--- config.mk ---
export PLATFORM = sky130hd
export DESIGN_NAME = uart_tx_arbiter_flat
export DESIGN_NICKNAME = d
export VERILOG_FILES = /design/src/rtl/uart_arb_pkg.sv /design/src/rtl/uart_tx_arbiter_if.sv /design/src/rtl/uart_rr_picker.sv /design/src/rtl/uart_tx_arbiter.sv /design/src/flat_wrapper.sv
export SDC_FILE = /design/constraint.sdc
export NUM_CORES = 1
export LEC_CHECK = 0
export CORE_AREA = 2 2 49 51
export CTS_CLUSTER_SIZE = 25
export DETAILED_ROUTE_END_ITERATION = 10
export DIE_AREA = 0 0 51 53
export GPL_ROUTABILITY_DRIVEN = 0
export HOLD_SLACK_MARGIN = 0.08
export PLACE_DENSITY = 0.87
export SKIP_CTS_REPAIR_TIMING = 1
export SLEW_MARGIN = 20
export SYNTH_ARGS = -nofsm -noshare
export SYNTH_HDL_FRONTEND = slang
export SYNTH_SLANG_ARGS = --single-unit
--- constraint.sdc ---
create_clock -name clk -period 1.8 [get_ports clk]
set_input_delay 0.45 -clock clk [delete_from_list [all_inputs] [get_ports clk]]
set_output_delay 0.45 -clock clk [all_outputs]
set_load 0.02 [all_outputs]
--- src/rtl/uart_arb_pkg.sv ---
// rtl/uart_arb_pkg.sv - shared FSM encoding and round-robin pick function for the uart_tx arbiter
package uart_arb_pkg;

    typedef enum logic {
        ARB_IDLE = 1'b0,
        ARB_LOCK = 1'b1
    } arb_state_t;

    // rr_pick works on a request vector padded to this width; NUM_REQ must not exceed it.
    localparam int RR_MAX_REQ = 32;
    localparam int RR_IDX_W   = $clog2(RR_MAX_REQ);

    // First set bit of req searching upward from ptr+1, wrapping modulo n.
    function automatic int rr_pick(input logic [RR_MAX_REQ-1:0] req, input int ptr, input int n);
        int   cand;
        logic found;
        rr_pick = 0;
        found   = 1'b0;
        for (int k = 1; k <= RR_MAX_REQ; k++) begin
            cand = (ptr + k) % n;
            if (k <= n && !found && req[cand[RR_IDX_W-1:0]]) begin
                rr_pick = cand;
                found   = 1'b1;
            end
        end
    endfunction

endpackage

--- src/rtl/uart_tx_arbiter_if.sv ---
// rtl/uart_tx_arbiter_if.sv - requester byte streams and uart_tx handshake bundled for the arbiter
interface uart_tx_arbiter_if #(
    parameter int NUM_REQ    = 4,
    parameter int DATA_WIDTH = 8
);
    logic [NUM_REQ-1:0]            req_valid;
    logic [NUM_REQ-1:0]            req_last;
    logic [NUM_REQ*DATA_WIDTH-1:0] req_data;
    logic [NUM_REQ-1:0]            req_ready;
    logic                          tx_valid;
    logic [DATA_WIDTH-1:0]         tx_data;
    logic                          tx_ready;

    modport master (
        output req_valid, req_last, req_data, tx_ready,
        input  req_ready, tx_valid, tx_data
    );

    modport slave (
        input  req_valid, req_last, req_data, tx_ready,
        output req_ready, tx_valid, tx_data
    );
endinterface

--- src/rtl/uart_rr_picker.sv ---
// rtl/uart_rr_picker.sv - combinational round-robin winner selection starting after ptr
module uart_rr_picker
    import uart_arb_pkg::*;
#(
    parameter  int NUM_REQ = 4,
    localparam int ID_W    = (NUM_REQ > 1) ? $clog2(NUM_REQ) : 1
) (
    input  logic [NUM_REQ-1:0] req,
    input  logic [ID_W-1:0]    ptr,
    output logic               any,
    output logic [ID_W-1:0]    idx
);

    logic [RR_MAX_REQ-1:0] req_pad;

    always_comb begin
        req_pad              = '0;
        req_pad[NUM_REQ-1:0] = req;
        any                  = |req;
        idx                  = ID_W'(rr_pick(req_pad, int'(ptr), NUM_REQ));
    end

endmodule

--- src/rtl/uart_tx_arbiter.sv ---
// rtl/uart_tx_arbiter.sv - round-robin, message-locked sharing of one uart_tx among NUM_REQ requesters
// Optional idle-lock release is enabled by defining UART_ARB_TIMEOUT_EN.
module uart_tx_arbiter
    import uart_arb_pkg::*;
#(
    parameter  int NUM_REQ        = 4,
    parameter  int DATA_WIDTH     = 8,
    parameter  int TIMEOUT_CYCLES = 4096,
    localparam int ID_W           = (NUM_REQ > 1) ? $clog2(NUM_REQ) : 1
) (
    input  logic              clk,
    input  logic              rst,
    uart_tx_arbiter_if.slave  arb,
    output logic [ID_W-1:0]   grant_id,
    output logic              busy,
    output logic              timeout_evt
);

    localparam logic [0:0] S_IDLE = ARB_IDLE;
    localparam logic [0:0] S_LOCK = ARB_LOCK;

    logic [0:0]      state_q, state_d;
    logic [ID_W-1:0] grant_q, grant_d;
    logic [ID_W-1:0] rr_ptr_q, rr_ptr_d;
    logic            pick_any;
    logic [ID_W-1:0] pick_idx;
    logic            g_valid, g_last, xfer;
    logic            release_timeout;

    uart_rr_picker #(.NUM_REQ(NUM_REQ)) u_picker (
        .req (arb.req_valid),
        .ptr (rr_ptr_q),
        .any (pick_any),
        .idx (pick_idx)
    );

    // Only the owner is routed to uart_tx; everybody else sees ready low while locked.
    always_comb begin
        g_valid       = arb.req_valid[grant_q];
        g_last        = arb.req_last[grant_q];
        xfer          = (state_q == S_LOCK) && g_valid && arb.tx_ready;
        arb.tx_valid  = (state_q == S_LOCK) && g_valid;
        arb.tx_data   = arb.req_data[grant_q*DATA_WIDTH +: DATA_WIDTH];
        arb.req_ready = '0;
        if (state_q == S_LOCK) begin
            arb.req_ready[grant_q] = arb.tx_ready;
        end
    end

`ifdef UART_ARB_TIMEOUT_EN
    localparam int CNT_W = $clog2(TIMEOUT_CYCLES) + 1;

    logic [CNT_W-1:0] idle_cnt_q, idle_cnt_d;
    logic             to_evt_q, to_evt_d;

    // Holding the counter at zero while idle covers the clear-on-entry case.
    always_comb begin
        release_timeout = (state_q == S_LOCK) && !xfer
                          && (idle_cnt_q == CNT_W'(TIMEOUT_CYCLES - 1));
        if (state_q == S_IDLE || xfer) begin
            idle_cnt_d = '0;
        end else begin
            idle_cnt_d = idle_cnt_q + 1'b1;
        end
        to_evt_d = release_timeout;
    end

    always_ff @(posedge clk) begin
        if (rst) begin
            idle_cnt_q <= '0;
            to_evt_q   <= 1'b0;
        end else begin
            idle_cnt_q <= idle_cnt_d;
            to_evt_q   <= to_evt_d;
        end
    end

    assign timeout_evt = to_evt_q;
`else
    assign release_timeout = 1'b0;
    assign timeout_evt     = 1'b0;
`endif

    always_comb begin
        state_d  = state_q;
        grant_d  = grant_q;
        rr_ptr_d = rr_ptr_q;
        case (state_q)
            S_IDLE: begin
                if (pick_any) begin
                    grant_d = pick_idx;
                    state_d = S_LOCK;
                end
            end
            S_LOCK: begin
                if ((xfer && g_last) || release_timeout) begin
                    state_d  = S_IDLE;
                    rr_ptr_d = grant_q;
                end
            end
            default: state_d = S_IDLE;
        endcase
    end

    always_ff @(posedge clk) begin
        if (rst) begin
            state_q  <= S_IDLE;
            grant_q  <= '0;
            rr_ptr_q <= ID_W'(NUM_REQ - 1);
        end else begin
            state_q  <= state_d;
            grant_q  <= grant_d;
            rr_ptr_q <= rr_ptr_d;
        end
    end

    assign grant_id = grant_q;
    assign busy     = (state_q == S_LOCK);

endmodule

--- src/flat_wrapper.sv ---
// flat-port wrapper written by rule: the top's interface ports become plain ports
module uart_tx_arbiter_flat import uart_arb_pkg::*;
#(
    parameter  int NUM_REQ        = 4,
    parameter  int DATA_WIDTH     = 8,
    parameter  int TIMEOUT_CYCLES = 4096,
    localparam int ID_W           = (NUM_REQ > 1) ? $clog2(NUM_REQ) : 1
)
  (clk, rst, grant_id, busy, timeout_evt, arb_req_valid, arb_req_last, arb_req_data, arb_tx_ready, arb_req_ready, arb_tx_valid, arb_tx_data);
  uart_tx_arbiter_if #(.NUM_REQ(NUM_REQ), .DATA_WIDTH(DATA_WIDTH)) arb_i ();
  input  logic clk;
  input  logic rst;
  output logic [ID_W-1:0] grant_id;
  output logic busy;
  output logic timeout_evt;
  input wire logic [$bits(arb_i.req_valid)-1:0] arb_req_valid;
  input wire logic [$bits(arb_i.req_last)-1:0] arb_req_last;
  input wire logic [$bits(arb_i.req_data)-1:0] arb_req_data;
  input wire logic [$bits(arb_i.tx_ready)-1:0] arb_tx_ready;
  output wire logic [$bits(arb_i.req_ready)-1:0] arb_req_ready;
  output wire logic [$bits(arb_i.tx_valid)-1:0] arb_tx_valid;
  output wire logic [$bits(arb_i.tx_data)-1:0] arb_tx_data;
  assign arb_i.req_valid = arb_req_valid;
  assign arb_i.req_last = arb_req_last;
  assign arb_i.req_data = arb_req_data;
  assign arb_i.tx_ready = arb_tx_ready;
  assign arb_req_ready = arb_i.req_ready;
  assign arb_tx_valid = arb_i.tx_valid;
  assign arb_tx_data = arb_i.tx_data;
  uart_tx_arbiter #(.NUM_REQ(NUM_REQ), .DATA_WIDTH(DATA_WIDTH), .TIMEOUT_CYCLES(TIMEOUT_CYCLES)) u_core (.clk(clk), .rst(rst), .arb(arb_i), .grant_id(grant_id), .busy(busy), .timeout_evt(timeout_evt));
endmodule
== After elaboration in Yosys (flattened, before gate mapping) ==
Index checks and enable logic that the tools add are counted.
Word-level totals
  output and inout port bits: 17
  flip-flop bits (word level): 5
  input bits: 43
  word-level logic and storage cells: 62
Cells by class
  add/sub/neg operators: 4
  magnitude comparators: 6
  bitwise operators: 6
  reductions and logical operators: 17
  shift-type cells: 1
  mux-type cells: 25
Operator list (number)
  indexed part select 32 x 6 -> 8 bit: 1
  < comparator 5 x 6 -> 1 bit (second input constant): 4
  binary-select mux 1 bit (select 3 bit): 4
  2-to-1 mux 1 bit: 12
  2-to-1 mux 2 bit: 4
  OR reduction 2 bit: 4
  logical AND 1 bit: 7
  adder 2 x 1 -> 2 bit (second input constant): 2
  adder 2 bit (second input constant): 2
  AND 1 bit (first input constant): 4
  AND 4 bit: 1
  binary-select mux 1 bit (select 2 bit): 2
  2-to-1 mux 4 bit: 1
  AND reduction 2 bit: 2
  OR reduction 4 bit: 1
  zero test 1 bit: 3
  < comparator 2 x 3 -> 1 bit (second input constant): 1
  demux 1 bit (select 2 bit): 1
  greater-or-equal comparator 2 x 1 -> 1 bit (second input constant): 1
  case mux 1 bit (2 select lines): 1
  inverter 1 bit: 1

== Logic depth before layout (Yosys ltp) ==
  word-level depth: 15
  depth in mapped cells: 5

== Cells and area by module ==
From an unflattened synthesis, not the netlist that was laid out.
Unflattened totals
  cells, all modules: 58
  area total of the unflattened synthesis: 576.8 µm²
By module, submodules not included
  uart_tx_arbiter: area each 495.5 µm², seq. area each 100.1 µm², cells an instance 44, instances 1
  uart_rr_picker: area each 81.3 µm², seq. area each 0.0 µm², cells an instance 14, instances 1

== Worst setup path before layout ==
No wires, ideal clock.
  path type: flip-flop to output port
  start point: register u_core.grant_q[0], in the netlist u_core.grant_id[0]
  end point: output port arb_tx_data[0]
  cell stages (with the launch flop): 4
  buffers on the path: 2
  arrival time: 1447 ps
  path slack: -97 ps
  data required time: 1350 ps
  cells stage by stage: dfxtp_1 -> buf_6 -> buf_2 -> mux4_2
On the way
  word-level cells in the longest chain between the ends: 1
Ends and longest elaborated chain
  from (decl): RTL line uart_tx_arbiter.sv:23  | logic [ID_W-1:0] grant_q, grant_d;
  from (signal assigned): RTL line uart_tx_arbiter.sv:112  | grant_q <= grant_d;
  indexed part select 32 x 6 -> 8 bit: RTL line uart_tx_arbiter.sv:43  | arb.tx_data = arb.req_data[grant_q*DATA_WIDTH +: DATA_WIDTH];
  to (decl): RTL line flat_wrapper.sv:22  | output wire logic [$bits(arb_i.tx_data)-1:0] arb_tx_data;
Every way passes these cells.

== Worst setup path in the final report ==
  start point: input port arb_req_data[15]
  end point: output port arb_tx_data[7]
On the way
  word-level cells in the longest chain between the ends: 1
Ends and longest elaborated chain
  from (decl): RTL line flat_wrapper.sv:18  | input wire logic [$bits(arb_i.req_data)-1:0] arb_req_data;
  indexed part select 32 x 6 -> 8 bit: RTL line uart_tx_arbiter.sv:43
Every way passes these cells.

==> impl_results.md <==
* Failing checks: negative setup slack
* CP Depth at 3
* CP delay by family, top: buffers and inverters
* Number of global-route vias before repair at 837
* Clk sinks at 5
* Power, Total at 0.679 mW
* Worst-path cell chain: clkdlybuf4s50_1 > mux4_2 > buf_6
* Syn Area/Cell at 10.1 µm²
* I/O pin total at 60
* Final setup viols at 9
* Yosys top cell by area: mux4_2
* Final Skew at 2.25 ps
* Number of port buffers at 58
* Max cap viols at 0
* Clock slew at reported path FFs at 40 ps
* Gr usage total at 19.6%
* Critical path type: in -> out
* Slew @ Worst Pin at 493 ps
* Global route total overflow at 0
* CTS Root Cell: clkbuf_4
* XOR/XNOR Fraction of Synth Area at 0%
* Peak VDD IR at 478 µV
* Ys Warns at 0
* Total wire length at 2.99 mm
* Syn Inst Count at 57
* Seq/Total Area, Yosys at 17.4%
* Post-Synth Adder-Cell Area at 0%
* Layout cells sized above 1 at 39.9%
* Vias per std cell at 5.23
* Hold Path Stages at 1
* Num rows at 17
* Final #Nets at 182
* Syn_nets at 100
* Netlist cell types at 26
* Initial antenna violation count at 0
* Wirelength per Cell at 18.0 µm
* Die area at 2700 µm²
* Minimum clock period at 1920 ps
* Compound-Gate Fraction of Synth Area at 19.8%
* Clock Path Buffers at 2
* Vias at 869
* H-tree Lvls at 1
* Post-Synth Simple-Gate Area at 15.5%
* Final WS setup at -118 ps
* DRC Markers at 0
* Die extent in x at 51 µm
* Number of diodes at 0
* Slew Limit Fails at 0
* CP Capture Type: primary output
* First-pass GRT wire length at 3.85 mm
* Worst min path class: reg -> reg
* DR pass1 iterations at 4
* CP arrival at 1470 ps
* Critical Path RT at 1350 ps
* Core area at 2150 µm²
* Status: complete, but fails checks
* Initial Util at 26.7%
* Period utilisation layout at 107%
* Leakage at 0.970 nW
* Highest clock rate at 521 MHz
* Unrepaired setup endpoints after global routing: true
* Final Hold Viols at 0
* Clk Latency, worst-skew pair at 240 ps
* Pwr/cell area at 456 nW/µm²
* Hpwl dp at 2.22 mm
* DRT iter0 DRCs at 17
* Synth Cell Area at 574 µm²
* Total CTS buffers at 3
* Crit start category: input pin
* Commonest non-fill, non-tap cell in the layout: dlymetal6s2s_1
* Die Y at 53 µm
* CTS tree: built
* Mux contribution to synthesized area at 39.2%
* Largest family of logic cells by synthesized area: multiplexers
* Layout Area Growth over Synthesis at 159%
* Critical path fanouts, max at 1
* CP max-delay cell: mux4_2
* Slew HR at 66.3%
* Number of synthesized register bits at 5
* Worst path max stage delay at 460 ps
* Top cell type's share of synthesized area at 39.2%
* Worst R2R Path Depth at 6
* Largest cells by area after synthesis: mux4_2 39%, dfxtp_1 17%, nand3_1 3.5%
* Worst Path Buf+Inv at 2
* Commonest non-fill, non-tap cells in the layout: 40 x dlymetal6s2s_1, 23 x buf_4, 10 x mux4_2, 10 x buf_6, 7 x clkdlybuf4s50_1
* Post-route ant nets at 0
* Pin count of the biggest net entering global routing at 9
* Hold Worst Slack at 535 ps
final timing paths:
kind                                          from                  to  slack [ps]
worst min register to register  u_core.rr_ptr_q[0]  u_core.rr_ptr_q[0]         530
worst max-delay path              arb_req_data[15]      arb_tx_data[7]        -120
worst max register to register  u_core.grant_id[1]  u_core.rr_ptr_q[0]         150
worst min-delay path            u_core.rr_ptr_q[0]  u_core.rr_ptr_q[0]         530
registers in the layout, summed over array words and instances, names as in the netlist:
name and flops:
u_core.grant_id 2, u_core.rr_ptr_q 2, u_core.busy 1
area by class of cell:
cell class,count,area (µm²)
sequential,5,104
inverter,4,15.0
clock buffer,4,26.3
timing repair buffer,81,861
fill,139,661
multi-input combinational,44,447
tap,28,35.0
power breakdown:
part           total [mW]  switching, mW  internal, mW  leakage (nW)
sequential          0.133         0.0132         0.120        0.0418
clock               0.126         0.0428        0.0836        0.0150
combinational       0.419          0.169         0.250         0.914
total               0.679          0.225         0.454         0.970
metrics by stage:
| step | setup WS (ps) | util [%] | area [µm²] | TNS [ps] | instances |
|---|---|---|---|---|---|
| floorplan | 48.5 | - | 578 | 0 | 57 |
| CTS | -699 | 62.7 | 1350 | -7270 | 164 |
| global placement | -679 | 61.5 | 1320 | -6910 | 160 |
| finish | -118 | 69.2 | 1490 | -781 | 166 |
| global route | -144 | 69.2 | 1490 | -1200 | 166 |
| detailed placement | -699 | 61.5 | 1320 | -7400 | 160 |
routing by layer:
metal  vias up  track usage [%]  routed length [µm]  part of all wire, %
met1       415             19.3                1070                   36
met4         0             4.95                  51                  1.7
met5         -                0                   0                    0
met2        61             35.9                1480                   50
li1        389                -                   -                    -
met3         4             10.2                 380                   13
cell usage after synthesis (all sizes together):
library cell  instances
o41ai                 1
o22ai                 1
buf                   3
dfxtp                 5
and2                  1
conb                  1
a2111oi               1
mux4                 10
o21ai                 2
a211o                 2
a221oi                2
o21bai                1
inv                   4
nand4                 1
nand3                 4
a21oi                 3
clkbuf                1
a21boi                2
nand2b                1
nor2                  5
nand2                 4
nor3                  2
cells by family after synthesis:
kind of cell | count (synthesis)
AOI/OAI and AO/OA | 15
buffers and inverters | 8
DFF | 5
muxes | 10
other | 1
and+or+nand+nor | 18
(Power assumes the default switching activity.)
